--- src/rtl/pe_job_sequencer_if.sv ---
// rtl/pe_job_sequencer_if.sv - job command, chunk, PE and result signals of pe_job_sequencer
interface pe_job_sequencer_if #(
    parameter int CELL_BIT = 8,
    parameter int N_CELL   = 9,
    parameter int BIAS_W   = 16,
    parameter int OUT_W    = 8
) ();
    logic                         cmd_valid;
    logic                         cmd_ready;
    logic [2:0]                   cmd_nchunk;
    logic [BIAS_W-1:0]            cmd_bias;
    logic [1:0]                   cmd_bound;
    logic                         dat_valid;
    logic                         dat_ready;
    logic [CELL_BIT*N_CELL-1:0]   dat_in;
    logic [CELL_BIT*N_CELL-1:0]   dat_weight;
    logic [CELL_BIT*N_CELL-1:0]   pe_in;
    logic [CELL_BIT*N_CELL-1:0]   pe_weight;
    logic [BIAS_W-1:0]            pe_bias;
    logic [1:0]                   pe_bound_level;
    logic [2:0]                   pe_step;
    logic                         pe_en;
    logic [OUT_W-1:0]             pe_out;
    logic                         pe_out_en;
    logic                         res_valid;
    logic                         res_ready;
    logic [OUT_W-1:0]             res_data;
    logic                         busy;
    logic                         err;

    modport master (
        output cmd_valid, cmd_nchunk, cmd_bias, cmd_bound,
        output dat_valid, dat_in, dat_weight,
        output pe_out, pe_out_en, res_ready,
        input  cmd_ready, dat_ready, pe_in, pe_weight, pe_bias, pe_bound_level,
        input  pe_step, pe_en, res_valid, res_data, busy, err
    );

    modport slave (
        input  cmd_valid, cmd_nchunk, cmd_bias, cmd_bound,
        input  dat_valid, dat_in, dat_weight,
        input  pe_out, pe_out_en, res_ready,
        output cmd_ready, dat_ready, pe_in, pe_weight, pe_bias, pe_bound_level,
        output pe_step, pe_en, res_valid, res_data, busy, err
    );
endinterface

--- src/rtl/pe_job_sequencer.sv ---
// rtl/pe_job_sequencer.sv - buffers a job's chunks and issues them back-to-back to one PE
module pe_job_sequencer #(
    parameter int CELL_BIT  = 8,
    parameter int N_CELL    = 9,
    parameter int BIAS_W    = 16,
    parameter int OUT_W     = 8,
    parameter int MAX_CHUNK = 8
) (
    input  logic                 clk,
    input  logic                 reset,
    pe_job_sequencer_if.slave    bus
);
    localparam int CW = CELL_BIT * N_CELL;

    typedef enum logic [2:0] {S_IDLE, S_LOAD, S_ISSUE, S_WAIT, S_RESP} state_t;

    state_t            state_q, state_d;
    logic [2:0]        idx_q, idx_d;
    logic [2:0]        nchunk_q, nchunk_d;
    logic [BIAS_W-1:0] bias_q, bias_d;
    logic [1:0]        bound_q, bound_d;
    logic              wait_q, wait_d;
    logic [CW-1:0]     buf_in_q [MAX_CHUNK];
    logic [CW-1:0]     buf_in_d [MAX_CHUNK];
    logic [CW-1:0]     buf_w_q  [MAX_CHUNK];
    logic [CW-1:0]     buf_w_d  [MAX_CHUNK];

    logic              cmd_ready_q, cmd_ready_d;
    logic              dat_ready_q, dat_ready_d;
    logic              pe_en_q, pe_en_d;
    logic [CW-1:0]     pe_in_q, pe_in_d;
    logic [CW-1:0]     pe_weight_q, pe_weight_d;
    logic [BIAS_W-1:0] pe_bias_q, pe_bias_d;
    logic [1:0]        pe_bound_q, pe_bound_d;
    logic [2:0]        pe_step_q, pe_step_d;
    logic              res_valid_q, res_valid_d;
    logic [OUT_W-1:0]  res_data_q, res_data_d;
    logic              busy_q, busy_d;
    logic              err_q, err_d;

    logic              wr_en;
    logic              bypass;

    always_comb begin
        state_d     = state_q;
        idx_d       = idx_q;
        nchunk_d    = nchunk_q;
        bias_d      = bias_q;
        bound_d     = bound_q;
        wait_d      = wait_q;
        buf_in_d    = buf_in_q;
        buf_w_d     = buf_w_q;
        res_valid_d = res_valid_q;
        res_data_d  = res_data_q;
        err_d       = err_q;
        wr_en       = (state_q == S_LOAD) && bus.dat_valid;

        if (wr_en) begin
            buf_in_d[idx_q] = bus.dat_in;
            buf_w_d[idx_q]  = bus.dat_weight;
        end

        case (state_q)
            S_IDLE: begin
                if (bus.cmd_valid) begin
                    nchunk_d = bus.cmd_nchunk;
                    bias_d   = bus.cmd_bias;
                    bound_d  = bus.cmd_bound;
                    idx_d    = 3'd0;
                    state_d  = S_LOAD;
                end
            end
            S_LOAD: begin
                if (bus.dat_valid) begin
                    if (idx_q == nchunk_q) begin
                        idx_d   = 3'd0;
                        state_d = S_ISSUE;
                    end else begin
                        idx_d = idx_q + 3'd1;
                    end
                end
            end
            S_ISSUE: begin
                if (idx_q == nchunk_q) begin
                    wait_d  = 1'b0;
                    state_d = S_WAIT;
                end else begin
                    idx_d = idx_q + 3'd1;
                end
            end
            S_WAIT: begin
                // A late PE is flagged but the job still completes with whatever pe_out shows.
                if (bus.pe_out_en || wait_q) begin
                    res_data_d  = bus.pe_out;
                    res_valid_d = 1'b1;
                    state_d     = S_RESP;
                    if (!bus.pe_out_en) begin
                        err_d = 1'b1;
                    end
                end else begin
                    wait_d = 1'b1;
                end
            end
            S_RESP: begin
                if (bus.res_ready) begin
                    res_valid_d = 1'b0;
                    state_d     = S_IDLE;
                end
            end
            default: state_d = S_IDLE;
        endcase

        if (bus.pe_out_en && state_q != S_WAIT) begin
            err_d = 1'b1;
        end

        // Outputs are registered, so they are derived from the next state; for N=0 the
        // only chunk is written and issued on adjacent cycles, hence the write bypass.
        bypass      = wr_en && (idx_q == idx_d);
        cmd_ready_d = (state_d == S_IDLE);
        dat_ready_d = (state_d == S_LOAD);
        busy_d      = (state_d != S_IDLE);
        pe_en_d     = (state_d == S_ISSUE);
        pe_in_d     = '0;
        pe_weight_d = '0;
        pe_step_d   = 3'd0;
        if (pe_en_d) begin
            pe_in_d     = bypass ? bus.dat_in : buf_in_q[idx_d];
            pe_weight_d = bypass ? bus.dat_weight : buf_w_q[idx_d];
            pe_step_d   = nchunk_q;
        end
        // The PE adds bias alongside its registered first products, one cycle after k=0.
        pe_bias_d  = (state_q == S_ISSUE && idx_q == 3'd0) ? bias_q : '0;
        pe_bound_d = (state_d == S_ISSUE || state_d == S_WAIT) ? bound_q : 2'd0;
    end

    always_ff @(posedge clk) begin
        if (!reset) begin
            state_q     <= S_IDLE;
            idx_q       <= 3'd0;
            nchunk_q    <= 3'd0;
            bias_q      <= '0;
            bound_q     <= 2'd0;
            wait_q      <= 1'b0;
            for (int i = 0; i < MAX_CHUNK; i++) begin
                buf_in_q[i] <= '0;
                buf_w_q[i]  <= '0;
            end
            cmd_ready_q <= 1'b1;
            dat_ready_q <= 1'b0;
            pe_en_q     <= 1'b0;
            pe_in_q     <= '0;
            pe_weight_q <= '0;
            pe_bias_q   <= '0;
            pe_bound_q  <= 2'd0;
            pe_step_q   <= 3'd0;
            res_valid_q <= 1'b0;
            res_data_q  <= '0;
            busy_q      <= 1'b0;
            err_q       <= 1'b0;
        end else begin
            state_q     <= state_d;
            idx_q       <= idx_d;
            nchunk_q    <= nchunk_d;
            bias_q      <= bias_d;
            bound_q     <= bound_d;
            wait_q      <= wait_d;
            buf_in_q    <= buf_in_d;
            buf_w_q     <= buf_w_d;
            cmd_ready_q <= cmd_ready_d;
            dat_ready_q <= dat_ready_d;
            pe_en_q     <= pe_en_d;
            pe_in_q     <= pe_in_d;
            pe_weight_q <= pe_weight_d;
            pe_bias_q   <= pe_bias_d;
            pe_bound_q  <= pe_bound_d;
            pe_step_q   <= pe_step_d;
            res_valid_q <= res_valid_d;
            res_data_q  <= res_data_d;
            busy_q      <= busy_d;
            err_q       <= err_d;
        end
    end

    assign bus.cmd_ready      = cmd_ready_q;
    assign bus.dat_ready      = dat_ready_q;
    assign bus.pe_en          = pe_en_q;
    assign bus.pe_in          = pe_in_q;
    assign bus.pe_weight      = pe_weight_q;
    assign bus.pe_bias        = pe_bias_q;
    assign bus.pe_bound_level = pe_bound_q;
    assign bus.pe_step        = pe_step_q;
    assign bus.res_valid      = res_valid_q;
    assign bus.res_data       = res_data_q;
    assign bus.busy           = busy_q;
    assign bus.err            = err_q;
endmodule
--- src/flat_wrapper.sv ---
// flat-port wrapper written by rule: the top's interface ports become plain ports
module pe_job_sequencer_flat 
#(
    parameter int CELL_BIT  = 8,
    parameter int N_CELL    = 9,
    parameter int BIAS_W    = 16,
    parameter int OUT_W     = 8,
    parameter int MAX_CHUNK = 8
)
  (clk, reset, bus_cmd_valid, bus_cmd_nchunk, bus_cmd_bias, bus_cmd_bound, bus_dat_valid, bus_dat_in, bus_dat_weight, bus_pe_out, bus_pe_out_en, bus_res_ready, bus_cmd_ready, bus_dat_ready, bus_pe_in, bus_pe_weight, bus_pe_bias, bus_pe_bound_level, bus_pe_step, bus_pe_en, bus_res_valid, bus_res_data, bus_busy, bus_err);
  pe_job_sequencer_if #(.CELL_BIT(CELL_BIT), .N_CELL(N_CELL), .BIAS_W(BIAS_W), .OUT_W(OUT_W)) bus_i ();
  input  logic clk;
  input  logic reset;
  input wire logic [$bits(bus_i.cmd_valid)-1:0] bus_cmd_valid;
  input wire logic [$bits(bus_i.cmd_nchunk)-1:0] bus_cmd_nchunk;
  input wire logic [$bits(bus_i.cmd_bias)-1:0] bus_cmd_bias;
  input wire logic [$bits(bus_i.cmd_bound)-1:0] bus_cmd_bound;
  input wire logic [$bits(bus_i.dat_valid)-1:0] bus_dat_valid;
  input wire logic [$bits(bus_i.dat_in)-1:0] bus_dat_in;
  input wire logic [$bits(bus_i.dat_weight)-1:0] bus_dat_weight;
  input wire logic [$bits(bus_i.pe_out)-1:0] bus_pe_out;
  input wire logic [$bits(bus_i.pe_out_en)-1:0] bus_pe_out_en;
  input wire logic [$bits(bus_i.res_ready)-1:0] bus_res_ready;
  output wire logic [$bits(bus_i.cmd_ready)-1:0] bus_cmd_ready;
  output wire logic [$bits(bus_i.dat_ready)-1:0] bus_dat_ready;
  output wire logic [$bits(bus_i.pe_in)-1:0] bus_pe_in;
  output wire logic [$bits(bus_i.pe_weight)-1:0] bus_pe_weight;
  output wire logic [$bits(bus_i.pe_bias)-1:0] bus_pe_bias;
  output wire logic [$bits(bus_i.pe_bound_level)-1:0] bus_pe_bound_level;
  output wire logic [$bits(bus_i.pe_step)-1:0] bus_pe_step;
  output wire logic [$bits(bus_i.pe_en)-1:0] bus_pe_en;
  output wire logic [$bits(bus_i.res_valid)-1:0] bus_res_valid;
  output wire logic [$bits(bus_i.res_data)-1:0] bus_res_data;
  output wire logic [$bits(bus_i.busy)-1:0] bus_busy;
  output wire logic [$bits(bus_i.err)-1:0] bus_err;
  assign bus_i.cmd_valid = bus_cmd_valid;
  assign bus_i.cmd_nchunk = bus_cmd_nchunk;
  assign bus_i.cmd_bias = bus_cmd_bias;
  assign bus_i.cmd_bound = bus_cmd_bound;
  assign bus_i.dat_valid = bus_dat_valid;
  assign bus_i.dat_in = bus_dat_in;
  assign bus_i.dat_weight = bus_dat_weight;
  assign bus_i.pe_out = bus_pe_out;
  assign bus_i.pe_out_en = bus_pe_out_en;
  assign bus_i.res_ready = bus_res_ready;
  assign bus_cmd_ready = bus_i.cmd_ready;
  assign bus_dat_ready = bus_i.dat_ready;
  assign bus_pe_in = bus_i.pe_in;
  assign bus_pe_weight = bus_i.pe_weight;
  assign bus_pe_bias = bus_i.pe_bias;
  assign bus_pe_bound_level = bus_i.pe_bound_level;
  assign bus_pe_step = bus_i.pe_step;
  assign bus_pe_en = bus_i.pe_en;
  assign bus_res_valid = bus_i.res_valid;
  assign bus_res_data = bus_i.res_data;
  assign bus_busy = bus_i.busy;
  assign bus_err = bus_i.err;
  pe_job_sequencer #(.CELL_BIT(CELL_BIT), .N_CELL(N_CELL), .BIAS_W(BIAS_W), .OUT_W(OUT_W), .MAX_CHUNK(MAX_CHUNK)) u_core (.clk(clk), .reset(reset), .bus(bus_i));
endmodule
--- config.mk ---
export PLATFORM = sky130hd
export DESIGN_NAME = pe_job_sequencer_flat
export DESIGN_NICKNAME = d
export VERILOG_FILES = /design/src/rtl/pe_job_sequencer_if.sv /design/src/rtl/pe_job_sequencer.sv /design/src/flat_wrapper.sv
export SDC_FILE = /design/constraint.sdc
export NUM_CORES = 2
export LEC_CHECK = 0
export BUFFER_PORTS_ARGS = -buffer_cell sky130_fd_sc_hd__buf_2
export CAP_MARGIN = 20
export CORE_UTILIZATION = 35
export DETAILED_ROUTE_END_ITERATION = 7
export REMOVE_ABC_BUFFERS = 1
export SYNTH_ARGS = -nofsm -noshare
export SYNTH_HDL_FRONTEND = slang
export SYNTH_SLANG_ARGS = --single-unit
--- constraint.sdc ---
create_clock -name clk -period 7.4 [get_ports clk]
set_input_delay 0 -clock clk [delete_from_list [all_inputs] [get_ports clk]]
set_output_delay 0 -clock clk [all_outputs]
set_load 0.01 [all_outputs]
### Word level (Yosys, flattened, before mapping)

Cells that the tools add are included.

* register bits: 1359
* word-level logic and storage cells: 112

* add/sub/neg operators: 1
* magnitude comparators: 3
* equal/unequal tests: 15
* mux-type cells: 34
* bitwise gates (word level): 2
* reductions and logical operators: 23

Operators with widths (count)
* bitwise mux 576 bit: 2
* two-way mux 72 bit: 7
* binary-select mux 72 bit (select 3 bit): 2
* demux 72 bit (select 3 bit): 1
* two-way mux 3 bit: 10
* one-hot mux 3 bit (5 select lines): 1
* == test 3 x 2 -> 1 bit, second input constant: 4
* AND reduction 2 bit: 5
* logical NOT 3 bit: 3
* one-hot mux 3 bit (3 select lines): 1
* AND reduction 3 bit: 3
* greater-or-equal comparator 4 bit, second input constant: 2
* two-way mux 1 bit: 8
* inverter 3 -> 4 bit: 2
* nonzero test 2 bit: 4
* == test 3 x 1 -> 1 bit, second input constant: 2
* == test 3 bit: 2
* != test 2 x 1 -> 1 bit, second input constant: 3
* logical AND 1 bit: 5
* less-than comparator 4 x 1 -> 1 bit, second input constant: 1
* != test 2 bit, second input constant: 2
* one-hot mux 1 bit (2 select lines): 2
* adder 3 x 1 -> 3 bit, second input constant: 1
* == test 3 bit, second input constant: 1
* other kinds (3): 4

### Logic depth before layout (Yosys ltp)

* depth in word-level cells: 9
* depth in mapped cells: 15
* depth with buffers taken out: 10

### Worst setup path after synthesis

Ideal clock, no wire load.

* path kind: reg2reg
* start: reg u_core.idx_q[1]
* end: reg u_core.pe_weight_q[10], in the netlist u_core.bus.pe_weight[10]
* library setup time: 0.122 ns
* arrival: 3.225 ns
* data required time: 7.278 ns
* setup slack: 4.053 ns
* cell stages (with the launch flop): 15
* cells stage by stage: dfxtp_1 buf_2 xnor2_1 and3_1 inv_1 ha_1 or4b_1 o31a_1 clkbuf_1 buf_2 clkbuf_1 and3_1 a2111oi_0 a311oi_1 o311a_1

* longest elaborated chain between the ends: 9
* elaborated cells on any way between the ends: 20
* those cells by class: add/sub: 1; eq/ne: 3; mux: 13; bitwise: 1; reduce/logical: 2

Ends and longest elaborated chain
* start, declared: line pe_job_sequencer.sv:18 `logic [2:0] idx_q, idx_d;`
* start signal, assigned: line pe_job_sequencer.sv:163 `idx_q <= idx_d;`
* adder 3 x 1 -> 3 bit or == test 3 bit (tied branches)
* two-way mux 3 bit: line pe_job_sequencer.sv:75 `if (idx_q == nchunk_q) begin`
* two-way mux 3 bit: line pe_job_sequencer.sv:74 `if (bus.dat_valid) begin`
* one-hot mux 3 bit (3 select lines): line pe_job_sequencer.sv:63 `case (state_q)`
* inverter 3 -> 4 bit (not written as such): line pe_job_sequencer.sv:129 `pe_weight_d = bypass ? bus.dat_weight : buf_w_q[idx_d];`
* binary-select mux 72 bit (select 3 bit): line pe_job_sequencer.sv:129
* two-way mux 72 bit (not written as such) (2 in series): line pe_job_sequencer.sv:129
* two-way mux 72 bit: line pe_job_sequencer.sv:129
* end signal, assigned: line pe_job_sequencer.sv:174 `pe_weight_q <= pe_weight_d;`
* end, declared: line pe_job_sequencer.sv:32 `logic [CW-1:0] pe_weight_q, pe_weight_d;`

Parallel ways exist; a longest one is shown, timed or not. The select of a mux whose other input is x is not followed.
A chain may end at the register's enable or synchronous reset.

### Final worst setup path

* start: reg u_core.idx_q[2]
* end: reg u_core.pe_weight_q[19], in the netlist u_core.bus.pe_weight[19]

The elaborated chain is that of the path after synthesis.

==> results.py <==
metrics = {
    "sta": {
        "fin_skew_ns": 0.03198,
        "finalCriticalPeriod_ns": 4.887,
        "worst_slack_ns": 2.513,
        "maxSlewViolCount": 0,
        "hold_violations": 0,
        "worst_pin_slew_ns": 1.259,
        "max_slew_margin": 0.1604,
        "tns_ns": 0,
        "rsz0062_at_grt": "false",
        "period_share": 0.6605,
        "max_freq_mhz": 204.6,
        "setup_viol": 0,
    },
    "floorplanning": {
        "start_util": 0.3530,
        "dieHeight_um": 418.2,
        "row_count": 152,
        "io_pins": 358,
        "fp.dieW_um": 418.2,
        "dieArea_mm2": 0.1749,
        "coreArea_mm2": 0.1717,
    },
    "global_routing": {
        "grt_usage": 0.2586,
        "overflow": 0,
        "grt_pass1_wl_um": 349300,
        "antenna_found_initial": 28,
        "grt_max_degree": 156,
        "grt_pass1_vias": 54100,
    },
    "yosys": {
        "yosysUniqueCellTypes": 51,
        "async_flop_share": 0,
        "synth_cells": 7635,
        "synth-xor-area-share": 0.0007225,
        "yosys_warnings": 0,
        "synth_fa_ha_area_frac": 0.0006193,
        "ys_ff_latch": 1359,
        "ys_seq_area_frac": 0.4488,
        "synthFlopType": "dfxtp_1",
        "synthSimpleGateAreaFrac": 0.2343,
        "synth.area.mux_share": 0.001486,
        "syn_area_mm2": 0.06061,
        "synth.avg_cell_area_um2": 7.939,
        "synth_compound_area_frac": 0.2562,
        "synth_top_family_by_area": "compound AO/OA/AOI/OAI gates",
        "synth_edf_count": 0,
    },
    "critical_path": {
        "cpLargestDelayFamily": "simple AND/OR/NAND/NOR gates",
        "cp.required_ns": 8.16,
        "worstSetupPathDepth": 11,
        "slowest_stage": "dfxtp_1",
        "r2r.worst_path.cells": 11,
        "slowest_delay_ns": 0.92,
        "critical_path_class": "flop to flop",
        "path_max_fanout": 67,
        "crit_path_start_kind": "flop",
        "cp.arrival_ns": 5.65,
        "endpoint_kind": "flop",
        "path_cells": "xnor2_1 > and3_1 > inv_1 > ha_1 > or4b_1 > o31a_2 > nand2_4 > buf_4 > a2111oi_0 > a311oi_1 > o311a_1",
        "crit_buf_inv": 2,
    },
    "finish": {
        "fill_cells": 17100,
        "syn_to_final_growth_pct": 16.31,
        "drive_gt1_frac": 0.09229,
        "layout.nets": 7795,
        "fin_cells": 10050,
    },
    "power_and_ir_drop": {
        "p_leak_nw": 24.46,
        "powerDensity_mw_per_mm2": 231.6,
        "ir_worst_vdd_v": 0.0001744,
        "finalPower_w": 0.01633,
    },
    "clocking": {
        "cts.sinks": 1359,
        "clk_pin_slew_ns": 0.06,
        "cts.path.max_buffers": 3,
        "cts_tree": "built",
        "cts_max_level": 4,
        "cts-root-buf": "clkbuf_16",
        "cts_setup_buffers": 0,
        "insertion_delay_ns": 0.82,
        "ctsResizeCount": 0,
        "numCtsBuffers": 151,
    },
    "detailed_routing": {
        "drc": 0,
        "drt_pre_antenna_iters": 5,
        "vias": 57040,
        "detail-route-antenna-nets": 0,
        "wirelength_um": 235200,
        "wl_per_cell_um": 23.40,
        "drtIter0Drc": 6212,
        "drt-vias-per-instance": 5.675,
    },
    "placement": {
        "dp_hpwl_um": 109400,
        "numPortBuffers": 357,
        "dp.cells": 9523,
        "post-place-ws_ns": 2.638,
        "gp_congestion": 0.7996,
    },
    "min_path": {
        "hold_depth": 4,
        "min_path_type": "primary input to flop",
    },
    "status": {
        "status": "completed",
    },
    "job": {
        "maxCapViolCount": 0,
    },
}
synth_stat cells, drive strengths merged, types with 8 or more instances:
cell type,count,area (um^2)
a2111oi,288,2522
a21boi,1173,8806
a311oi,289,2531
and2,27,168.9
and3,290,1814
buf,119,624.3
clkbuf,759,2849
dfxtp,1359,27210
inv,8,30.03
mux2i,9,90.09
nand2,2931,11000
nor2,11,43.80
nor2b,14,87.58
nor3,9,45.04
o311a,144,1441
or3,146,913.4
repair_timing:
item	CTS	global route
hold endpoints to repair	1337	0
endpoints found under the setup margin	0	0
hold buffers	246	0
layout make-up:
class	count	area [um^2]	area share
Multi-Input combinational cell	5390	30090	0.4268
Tap cell	2310	2890	0.04100
Clock buffer	217	4299	0.06098
Clock inverter	49	620.6	0.008802
Timing Repair Buffer	703	5323	0.07550
Antenna cell	16	40.04	0.0005679
Inverter	8	30.03	0.0004259
Sequential cell	1359	27210	0.3859
cell usage in the layout (no fill, tap or decap), drive strengths merged, types with 2 or more instances in the layout:
cell         instances
nor3                 9
mux2i                9
xor2                 2
clkinvlp             5
clkbuf             217
a21boi            1173
a211oi               2
or3                146
dlygate4sd3        246
and2                27
dfxtp             1359
nor2b               14
a31oi                3
ha                   3
o21ai                7
o311a              144
bufinv               9
inv                 16
diode               16
nand2b               3
nand3                6
nor2                11
xnor2                3
a311oi             289
nand2             2931
nand4                4
buf                457
a2111oi            288
and3               290
clkinv              27
o21a                 2
a21oi                5
layer usage:
metal	vias up	part of all wire	GRT usage
li1	26140	-	-
met3	532	0.075	0.04066
met2	2527	0.45	0.4107
met4	8	0.036	0.1059
met5	-	0.00023	0
met1	27840	0.43	0.3478
cell families after synthesis:
logic type | after synthesis
AO/OA/AOI/OAI | 1926
XOR/XNOR | 5
adder cells (fa/ha/maj) | 3
buffers and inverters | 886
flip-flops | 1359
multiplexers | 9
AND/OR/NAND/NOR | 3447
per-stage QoR:
step	area, um^2	utilization	hold slack, ns
finish	70500	0.4105	0.06549
global route	70490	0.4105	0.07139
CTS	70440	0.4102	0.01035
detailed placement	63060	0.3672	0.2627
global placement	63040	0.3671	0.2562
floorplan	57140	-	0.1078
sequential cells by signal (all words and copies together) (netlist names), 3 cells and up:
name                  cells
u_core.buf_in_q         576
u_core.buf_w_q          576
u_core.bus.pe_in         72
u_core.bus.pe_weight     72
u_core.bias_q            16
u_core.bus.pe_bias       16
u_core.bus.res_data       8
u_core.bus.pe_step        3
u_core.idx_q              3
u_core.nchunk_q           3
u_core.state_q            3
worst paths after layout:
check                     startpoint                  endpoint  slack, ns
setup / recovery     u_core.idx_q[2]  u_core.bus.pe_weight[19]       2.51
hold / removal    bus_dat_weight[62]       u_core.buf_w_q[134]       0.07
setup reg to reg     u_core.idx_q[2]  u_core.bus.pe_weight[19]       2.51
hold reg to reg    u_core.bias_q[14]    u_core.bus.pe_bias[14]       0.45
power by group:
group / switching (W) / internal (W)
registers: 0.0000427 / 0.00739
clock network: 0.00323 / 0.00437
logic: 0.000898 / 0.000395
tightest hold or removal path: stages:
cell	delay, ns
dlygate4sd3_1	0.53
buf_2	0.17
nand2_1	0.06
a21boi_0	0.06
No activity file was read; power rests on OpenSTA's default activity.
